$ cat src/rtl/and_result_skid.sv
// Registered 2-entry skid buffer downstream of the AND stage, with
// saturating accept/zero-beat counters for observability.
module and_result_skid #(
    parameter int G_WIDTH     = 8,
    parameter int G_CNT_WIDTH = 16
) (
    input  logic                   clk,
    input  logic                   rst,
    input  logic [G_WIDTH-1:0]     in_data,
    input  logic                   in_valid,
    output logic                   in_ready,
    output logic [G_WIDTH-1:0]     out_data,
    output logic                   out_zero,
    output logic                   out_valid,
    input  logic                   out_ready,
    input  logic                   clr_cnt,
    output logic [G_CNT_WIDTH-1:0] cnt_total,
    output logic [G_CNT_WIDTH-1:0] cnt_zero
);

    typedef enum logic [1:0] {
        EMPTY,
        ONE,
        FULL
    } state_t;

    state_t state;
    state_t state_nxt;

    logic [G_WIDTH-1:0]     main_data;
    logic [G_WIDTH-1:0]     skid_data;
    logic                   main_zero;
    logic                   skid_zero;
    logic                   accept;
    logic                   pop;
    logic                   in_zero;
    logic                   load_main;
    logic                   load_skid;
    logic                   main_from_skid;
    logic [G_CNT_WIDTH-1:0] total_base;
    logic [G_CNT_WIDTH-1:0] zero_base;
    logic [G_CNT_WIDTH-1:0] total_nxt;
    logic [G_CNT_WIDTH-1:0] zero_nxt;

    // Ready depends only on state and reset, so no path back from out_ready.
    assign in_ready  = (state != FULL) && !rst;
    assign out_valid = (state != EMPTY);
    assign accept    = in_valid & in_ready;
    assign pop       = out_valid & out_ready;
    assign in_zero   = (in_data == '0);
    assign out_data  = main_data;
    assign out_zero  = main_zero;

    always_comb begin
        state_nxt      = state;
        load_main      = 1'b0;
        load_skid      = 1'b0;
        main_from_skid = 1'b0;
        unique case (state)
            EMPTY: begin
                if (accept) begin
                    state_nxt = ONE;
                    load_main = 1'b1;
                end
            end
            ONE: begin
                if (accept && pop) begin
                    load_main = 1'b1;
                end else if (accept) begin
                    state_nxt = FULL;
                    load_skid = 1'b1;
                end else if (pop) begin
                    state_nxt = EMPTY;
                end
            end
            FULL: begin
                if (pop) begin
                    state_nxt      = ONE;
                    main_from_skid = 1'b1;
                end
            end
            default: state_nxt = EMPTY;
        endcase
    end

    always_ff @(posedge clk) begin
        if (rst) begin
            state <= EMPTY;
        end else begin
            state <= state_nxt;
        end
    end

    // Zero flag travels with its beat rather than being decoded at the output.
    always_ff @(posedge clk) begin
        if (rst) begin
            main_data <= '0;
            main_zero <= 1'b0;
            skid_data <= '0;
            skid_zero <= 1'b0;
        end else begin
            if (load_main) begin
                main_data <= in_data;
                main_zero <= in_zero;
            end else if (main_from_skid) begin
                main_data <= skid_data;
                main_zero <= skid_zero;
            end
            if (load_skid) begin
                skid_data <= in_data;
                skid_zero <= in_zero;
            end
        end
    end

    // Clear takes effect first, then the same-cycle beat is counted.
    always_comb begin
        total_base = clr_cnt ? '0 : cnt_total;
        zero_base  = clr_cnt ? '0 : cnt_zero;
        total_nxt  = total_base;
        zero_nxt   = zero_base;
        if (accept && (total_base != '1)) begin
            total_nxt = total_base + 1'b1;
        end
        if (accept && in_zero && (zero_base != '1)) begin
            zero_nxt = zero_base + 1'b1;
        end
    end

    always_ff @(posedge clk) begin
        if (rst) begin
            cnt_total <= '0;
            cnt_zero  <= '0;
        end else begin
            cnt_total <= total_nxt;
            cnt_zero  <= zero_nxt;
        end
    end

endmodule

$ cat config.mk
export PLATFORM = sky130hd
export DESIGN_NAME = and_result_skid
export DESIGN_NICKNAME = d
export VERILOG_FILES = /design/src/rtl/and_result_skid.sv
export SDC_FILE = /design/constraint.sdc
export NUM_CORES = 1
export LEC_CHECK = 0
export BUFFER_PORTS_ARGS = -buffer_cell sky130_fd_sc_hd__buf_2
export CORE_ASPECT_RATIO = 1.75
export CORE_UTILIZATION = 45
export CTS_CLUSTER_SIZE = 24
export DETAILED_ROUTE_END_ITERATION = 12
export PLACE_DENSITY_LB_ADDON = 0.3
export SLEW_MARGIN = 20
export SYNTH_ARGS = -nofsm -noshare
export SYNTH_HDL_FRONTEND = slang
export SYNTH_SLANG_ARGS = --single-unit
$ cat constraint.sdc
create_clock -name clk -period 3.1 [get_ports clk]
set_clock_uncertainty 0.05 [all_clocks]
set_input_delay 0.155 -clock clk [delete_from_list [all_inputs] [get_ports clk]]
set_output_delay 0.155 -clock clk [all_outputs]
set_load 0.05 [all_outputs]
* Word level (Yosys, flattened, before mapping)
Cells that the tools add are included.
** Word-level totals
- Register bits after elaboration :: 52
- Bits of input ports :: 13
- Output and inout port bits :: 43
** Cells by class
- Bitwise logic cells :: 2
- Reduce and logical (&&, ||, !) cells :: 11
- Equality and inequality tests :: 9
- Mux-type cells :: 21
- Add/subtract/negate cells :: 2
** Operators by type and width (number)
- two-way mux 16 bit :: 4
- adder 16 x 1 -> 16 bit (second input constant) :: 2
- inequality test 16 bit (second input constant) :: 2
- two-way mux 8 bit :: 2
- two-way mux 2 bit :: 5
- logical NOT 8 bit :: 1
- two-way mux 1 bit :: 8
- inequality test 2 bit (second input constant) :: 4
- case mux 2 bit (3 select lines) :: 1
- logical AND 1 bit :: 5
- AND reduction 4 bit :: 1
- nonzero test 2 bit :: 2
- inequality test 3 bit (second input constant) :: 1
- bitwise AND 1 bit :: 2
- equality test 2 x 1 -> 1 bit (second input constant) :: 1
- equality test 2 bit (second input constant) :: 1
- logical NOT 2 bit :: 1
- case mux 1 bit (2 select lines) :: 1
- logical NOT 1 bit :: 1

* Longest topological paths before layout
Gate-level depths: netlist of run 1.
- Word-level depth :: 7
- Gate-level depth with buffers :: 10

* Least setup slack after synthesis of run 1
OpenSTA, ideal clock, no wires.
- Path type :: reg2reg
- From :: register cnt_total[0]
- To :: register cnt_total[8]
- Stages on the path, launching flop included :: 9
- Setup slack :: 549 ps
- Arrival :: 2413 ps
- Period minus slack after synthesis :: 2551 ps
- Setup time :: 88 ps
- Required time :: 2962 ps
- Path through :: dfxtp_1 -> nor2b_1 -> ha_1 -> nand4b_1 -> or2_2 -> clkbuf_1 -> o311ai_1 -> o211ai_1 -> o31ai_1
** On the way
- Longest elaborated chain between the ends :: 4
- Elaborated cells between the ends (all ways) :: 5
- Classes of those cells :: 1 x add/sub; 1 x eq/ne; 2 x mux; 1 x reduce/logical
** Ends and longest elaborated chain
- start, declared :: RTL line 17 : output logic [G_CNT_WIDTH-1:0] cnt_total,
- start signal, assigned :: RTL line 135 : cnt_total <= total_nxt;
- two-way mux 16 bit * :: RTL line 118 : total_base = clr_cnt ? '0 : cnt_total;
- branches (longest 2 deep; another with adder 16 x 1 -> 16 bit)
- two-way mux 16 bit * :: RTL line 122 : if (accept && (total_base != '1)) begin
Every way passes the cells marked *.
A chain may end at the register's enable or synchronous reset.

* Final worst setup path of run 1
Same ends and word-level chain as after synthesis.

==> flow_summary.ini, run 1 <==
[finish]
drive_above_1_share_pct = 21.1
final_core_util_pct = 54.9
final_nets = 379
design_area_mm2 = 0.00309
diodes = 0
area_growth_pct = 15.6
fin_cells = 441

[yosys]
synth_edf_count = 0
yosys.cell_types.count = 50
synth_warnings = 0
synth.top_cell.area_share_pct = 38.9
synth_area_leaders = dfxtp_1 (39%), nor2_1 (5.9%), a21oi_1 (5.4%)
synth_nets = 332
synth-seq-area-share_pct = 38.9
synth_top_cell_by_area = dfxtp_1
yosysMostFrequentCell = dfxtp_1
ys_dominant_reg_cell = dfxtp_1
synth-seq-cells = 52
ys_async_sr_fraction_pct = 0
syn_area_mm2 = 0.00268
syn_avg_cell_area_um2 = 8.44
synth.top_cells.by_count = dfxtp_1 (52), nor2_1 (42), a21oi_1 (29), nand2_1 (27), nand3_1 (18)
synthCells = 317

[cts]
clk_path_buf_depth = 2
cts_resized = 0
cts_root_buffer = clkbuf_8
h-tree-depth = 2
clk_pin_slew_worst_paths_ns = 0.09
post_cts_buffers = 0
hold_buffers = 0
numCtsBuffers = 5
cts_tree = built
clock_sinks = 52
worstSkewPairLatency_ns = 0.30

[worst_setup_path]
crit_family = compound AO/OA/AOI/OAI gates
crit_chain = nor2b_1 -> ha_1 -> nand4b_1 -> or2_2 -> o311ai_1 -> o211ai_1 -> o31ai_1
cpPeakStageDelay_ns = 0.68
critPathKind = reg2reg
reg2reg_depth = 7
cp_max_fo = 7
cp.arrival_ns = 2.56
slowest_stage = o311ai_1
startpoint_type = flop
rrSetupSlack_ns = 0.71
crit_required_ns = 3.27
critical_path_buf_inv_count = 0
end_kind = flop
r2r-end = cnt_total[8]
r2r-start = cnt_total[0]

[hold_path]
min_path_type = in2reg
hold-path-endpoint = out_data[7]
min_from = in_data[7]
hold_depth = 3

[power_and_ir_drop]
sequentialPowerShare_pct = 54.2
power_switching_w = 0.000309
p_int_w = 0.000950
power_leakage_nw = 1.27
sw_frac_of_total_pct = 24.6
power_density_mw_per_mm2 = 407
ir_worst_vdd_mv = 0.299
p_comb_share_pct = 9.2
clkPwrFrac_pct = 36.6

[grt]
grt_pass1_wl_um = 10600
grt_usage_pct = 21.5
grt_max_degree = 51
busiest_layer = met2
antenna_found_initial = 0
grt_use_met3_pct = 3.73
grt_pass1_vias = 2328
grt_util_met2_pct = 37.7
use_met1_pct = 25.2
overflow = 0

[floorplan]
die_h_um = 104
io_pins = 56
row_count = 36
core_mm2 = 0.00563
dieWidth_um = 60.3
die-area_mm2 = 0.00627
start_util_pct = 47.5

[sta]
setup_slack_ns = 0.708
rsz0062_at_grt = no
finalSetupTns_ns = 0
max_freq_mhz = 418
setup-violations-final = 0
slew_viol_final = 0
finalCritPeriodShare_pct = 77.2
tightest_slew_ns = 0.738
relSlewSlack_pct = 50.0
period_needed_ns = 2.39
hold_viol_final = 0

[run]
drv_cap = 0

[placed_design]
pre_cts_ws_ns = 0.708
dpl.cell_count = 433
placed_cell_area_mm2 = 0.00299
portBuffers = 55
dp_hpwl_um = 4650
gp_congestion = 0.887

[routing]
drt_pass1_iterations = 4
wirelength_um = 6550
drc = 0
ant_nets = 0
vias_per_cell = 5.85
vias = 2581
wl_per_cell_um = 14.8
drt_iter0_markers = 112

[run_status]
status = completed
sequential cells by signal, summed over array words and instances (netlist names):
signal	cells
cnt_total	16
cnt_zero	16
skid_zero	1
out_zero	1
skid_data	8
out_data	8
state	2
logic make-up (layout without fill, tap and decap cells):
logic type                 Yosys count  in the layout  share of synthesized area [%]
AOI/OAI and AO/OA                   71             71                           19.0
xor gates and xnor gates            12             12                           3.93
adders and majority gates            2              2                          0.935
buffers and inverters               21             69                           3.51
DFF                                 52             52                           38.9
muxes                               12             12                           4.58
and+or+nand+nor                    147            147                           29.1
routing by layer:
metal	wire length, um	vias up
li1	-	1239
met5	0	-
met3	297	9
met2	3490	76
met4	91	0
met1	2660	1257
worst register-to-register path, stage by stage (launching register included):
cell	delay [ns]
dfxtp_1	0.36
nor2b_1	0.23
ha_1	0.23
nand4b_1	0.12
or2_2	0.36
o311ai_1	0.68
o211ai_1	0.19
o31ai_1	0.10
per-stage QoR:
| step | total power (W) | hold WS, ns |
|---|---|---|
| after global routing | 0.00131 | 0.0445 |
| after CTS | 0.00127 | 0.0533 |
| final | 0.00126 | 0.0628 |
| after floorplan | 0.000779 | 0.245 |
| after global placement | 0.000813 | 0.364 |
| after detailed placement | 0.000815 | 0.372 |
layout by cell type, fill, tap and decap left out, types with 2 or more instances in the layout:
cell type / Yosys / routed
nor2_1: 42 / 42
a32oi_1: 2 / 2
ha_1: 2 / 2
and3_1: 9 / 9
nand4_1: 6 / 6
or3_1: 5 / 5
nor2b_1: 13 / 13
xnor2_1: 9 / 9
buf_4: 0 / 3
mux2_1: 2 / 2
nand3b_1: 2 / 2
a21o_1: 2 / 2
a21oi_1: 29 / 29
a311oi_1: 3 / 3
a211oi_1: 4 / 4
o21ai_0: 4 / 4
nand2b_1: 4 / 4
or2_2: 4 / 4
or4_4: 2 / 2
dfxtp_1: 52 / 52
nand3_1: 18 / 18
nor3_1: 3 / 3
o31ai_1: 6 / 6
and4b_1: 2 / 2
xor2_1: 3 / 3
nand4b_1: 3 / 3
inv_1: 3 / 3
o31a_1: 2 / 2
buf_2: 0 / 55
a41o_1: 3 / 3
clkbuf_8: 0 / 5
nor3b_1: 2 / 2
nand2_1: 27 / 27
mux2i_1: 10 / 10
o211ai_1: 6 / 6
cell type report:
cell class | count | area, um^2
Clock buffer | 6 | 72.6
Clock inverter | 2 | 35.0
Fill cell | 535 | 2540
Inverter | 3 | 11.3
Multi-Input combinational cell | 244 | 1540
Sequential cell | 52 | 1040
Tap cell | 76 | 95.1
Timing Repair Buffer | 58 | 298
power by group through the flow:
stage | clock network (W) | logic (W) | registers, W
after detailed placement | 0 | 0.000116 | 0.000698
final | 0.000461 | 0.000116 | 0.000683
after CTS | 0.000469 | 0.000117 | 0.000683
after floorplan | 0 | 0.0000616 | 0.000718
after global routing | 0.000500 | 0.000126 | 0.000684
after global placement | 0 | 0.000115 | 0.000698
how the worst max path moves through the flow:
stage / startpoint / to / slack (ns) / cells past startpoint
final: cnt_total[0] / cnt_total[8] / 0.71 / 7
after global routing: cnt_total[0] / cnt_total[8] / 0.51 / 7
after CTS: cnt_total[0] / cnt_total[8] / 0.74 / 7
after detailed placement: clr_cnt / cnt_total[8] / 0.71 / 8
after global placement: in_data[3] / cnt_zero[5] / 0.76 / 6
after floorplan: cnt_total[0] / cnt_total[8] / 0.55 / 8
Power figures use the tool's default switching activity.
==> run 2, diff against run 1 <==
- ABC_AREA: not set -> 1
- clock period: 3.1 -> 1.9 ns (I/O delays scaled with it)
==> flow_summary.ini, run 2 <==
[yosys]
syn_area_mm2 = 0.00310
synth.top_cell.area_share_pct = 33.6
yosysMostFrequentCell = nand2_1
ys_dominant_reg_cell = dfxtp_1
synthCells = 492
synth_nets = 507
synth-seq-cells = 52
syn_avg_cell_area_um2 = 6.30
synth_edf_count = 0
yosys.cell_types.count = 26
ys_async_sr_fraction_pct = 0
synth_area_leaders = dfxtp_1 (34%), nand2_1 (19%), nor2_1 (7.1%)
synth_top_cell_by_area = dfxtp_1
synth-seq-area-share_pct = 33.6
synth.top_cells.by_count = nand2_1 (160), nor2_1 (59), inv_1 (56), dfxtp_1 (52), a21oi_1 (35)
synth_warnings = 0

[power_and_ir_drop]
power_density_mw_per_mm2 = 637
p_int_w = 0.00179
sequentialPowerShare_pct = 46.4
power_switching_w = 0.000613
p_comb_share_pct = 9.2
power_leakage_nw = 1.70
ir_worst_vdd_mv = 0.855
clkPwrFrac_pct = 44.5
sw_frac_of_total_pct = 25.5

[worst_setup_path]
cp.arrival_ns = 1.97
critPathKind = reg2reg
cp_max_fo = 7
crit_family = simple AND/OR/NAND/NOR gates
rrSetupSlack_ns = 0.11
end_kind = flop
crit_required_ns = 2.08
slowest_stage = dfxtp_4
cpPeakStageDelay_ns = 0.37
crit_top_cell = nand2_1
startpoint_type = flop
critical_path_buf_inv_count = 1
crit_chain = nand2_1 -> inv_1 -> ha_2 -> nand2_1 -> nor2_4 -> nand2_2 -> nor2_4 -> nand2_4 -> nand2_4 -> nand2_1 -> a21oi_1

[grt]
grt_usage_pct = 24.8
antenna_found_initial = 0
grt_max_degree = 36
grt_pass1_wl_um = 14000
overflow = 0
grt_pass1_vias = 3142

[routing]
drc = 0
drt_iter0_markers = 203
drt_pass1_iterations = 4
ant_nets = 0
wl_per_cell_um = 13.5
vias_per_cell = 5.20
vias = 3346
wirelength_um = 8670

[cts]
h-tree-depth = 2
clk_pin_slew_worst_paths_ns = 0.07
cts_root_buffer = clkbuf_16
clock_sinks = 52
numCtsBuffers = 5
cts_tree = built
clk_path_buf_depth = 2
worstSkewPairLatency_ns = 0.30

[finish]
layout_commonest_cell = nand2_1
final_core_util_pct = 57.3
multi_input_area_mm2 = 0.00179
drive_above_1_share_pct = 22.2
final_nets = 576
fillers = 651
top_regs = cnt_total x16, cnt_zero x16
layout_common_cells = nand2_1 (159), inv_1 (56), buf_2 (55)
diodes = 0
register_area_mm2 = 0.00106
area_growth_pct = 21.8

[floorplan]
dieWidth_um = 64.7
die_h_um = 112
start_util_pct = 47.0
core_mm2 = 0.00659
die-area_mm2 = 0.00723
io_pins = 56
row_count = 39

[sta]
max_freq_mhz = 559
period_needed_ns = 1.79
hold_viol_final = 0
setup-violations-final = 0
timing.hold.ws_ns = 0.0140
tightest_slew_ns = 0.419
slew_viol_final = 0
relSlewSlack_pct = 72.1
finalCritPeriodShare_pct = 94.1

[run_status]
status = completed

[placed_design]
dp_hpwl_um = 6260
gp_congestion = 0.860
portBuffers = 55

[run]
drv_cap = 0

[hold_path]
min_path_type = in2reg
-- run 2: changes by cell type after synthesis, sizes merged, moves of 8 or more --
cell	previous run	this run
a31oi	1	11
and3	9	0
buf	3	11
clkbuf	15	3
inv	3	61
mux2i	10	0
nand2	27	169
nand3	18	29
nor2	42	72
nor2b	13	0
o21ai	4	17
-- run 2: worst reg2reg max path, delay by kind of cell, from the launching register on --
kind                       cells  cell delay, ns
DFF                            1            0.37
and+or+nand+nor                8            0.89
buffers and inverters          1            0.09
adders and majority gates      1            0.19
AOI/OAI and AO/OA              1            0.14
-- run 2: cells by family (layout without fill, tap and decap cells) --
logic type | Yosys count | after routing | share of synthesized area (%)
flip-flops | 52 | 52 | 33.6
XOR/XNOR | 11 | 11 | 3.11
AND/OR/NAND/NOR | 288 | 290 | 41.0
adder cells (fa/ha/maj) | 2 | 2 | 0.808
AO/OA/AOI/OAI | 64 | 64 | 10.9
buffers and inverters | 75 | 143 | 10.5
-- run 2: routing by layer --
metal / global-route usage [%] / share of wire [%] / vias to the layer above
li1: - / - / 1696
met1: 25.5 / 39 / 1523
met2: 45.1 / 53 / 107
met5: 0 / 0 / -
met3: 4.92 / 5.3 / 20
met4: 13.6 / 3.2 / 0
-- run 2: area by class of cell --
type	count	area share, %
Clock buffer	6	3.42
Clock inverter	2	1.03
Inverter	61	6.07
Multi-Input combinational cell	367	47.4
Sequential cell	52	28.0
Tap cell	82	2.72
Timing Repair Buffer	74	11.4
-- run 2: timing repair --
item	CTS	global route
hold buffers	0	0
cloned	0	2
buffers inserted	0	2
endpoints found under the setup margin	1	28
resized for setup	1	10
pin swaps	0	6
-- run 2: path summary, 6_finish.rpt --
kind	start	to	cells past startpoint
hold / removal	in_data[3]	skid_data[3]	3
hold reg to reg	out_data[6]	out_data[6]	2
setup / recovery	cnt_total[0]	cnt_total[5]	11
setup reg to reg	cnt_total[0]	cnt_total[5]	11
-- run 2: per-stage QoR --
step                      cell area (um^2)  setup slack (ns)  power (W)  instances  setup TNS (ns)
after global routing                  3770           -0.0383    0.00247        644          -0.234
final                                 3770             0.111    0.00240        644               0
after CTS                             3690            0.0286    0.00241        640               0
after floorplan                       3110           0.00822    0.00129        492               0
after detailed placement              3520           -0.0126    0.00136        632         -0.0126
after global placement                3520            0.0249    0.00135        632               0
-- run 2: power groups by stage --
| stage | combinational [W] | sequential (W) | clock (W) |
|---|---|---|---|
| 2_1_floorplan | 0.000112 | 0.00118 | 0 |
| 3_3_place_gp | 0.000213 | 0.00114 | 0 |
| 3_5_place_dp | 0.000215 | 0.00114 | 0 |
| 4_1_cts | 0.000216 | 0.00111 | 0.00108 |
| 5_1_grt | 0.000236 | 0.00112 | 0.00112 |
| 6_report | 0.000220 | 0.00111 | 0.00107 |
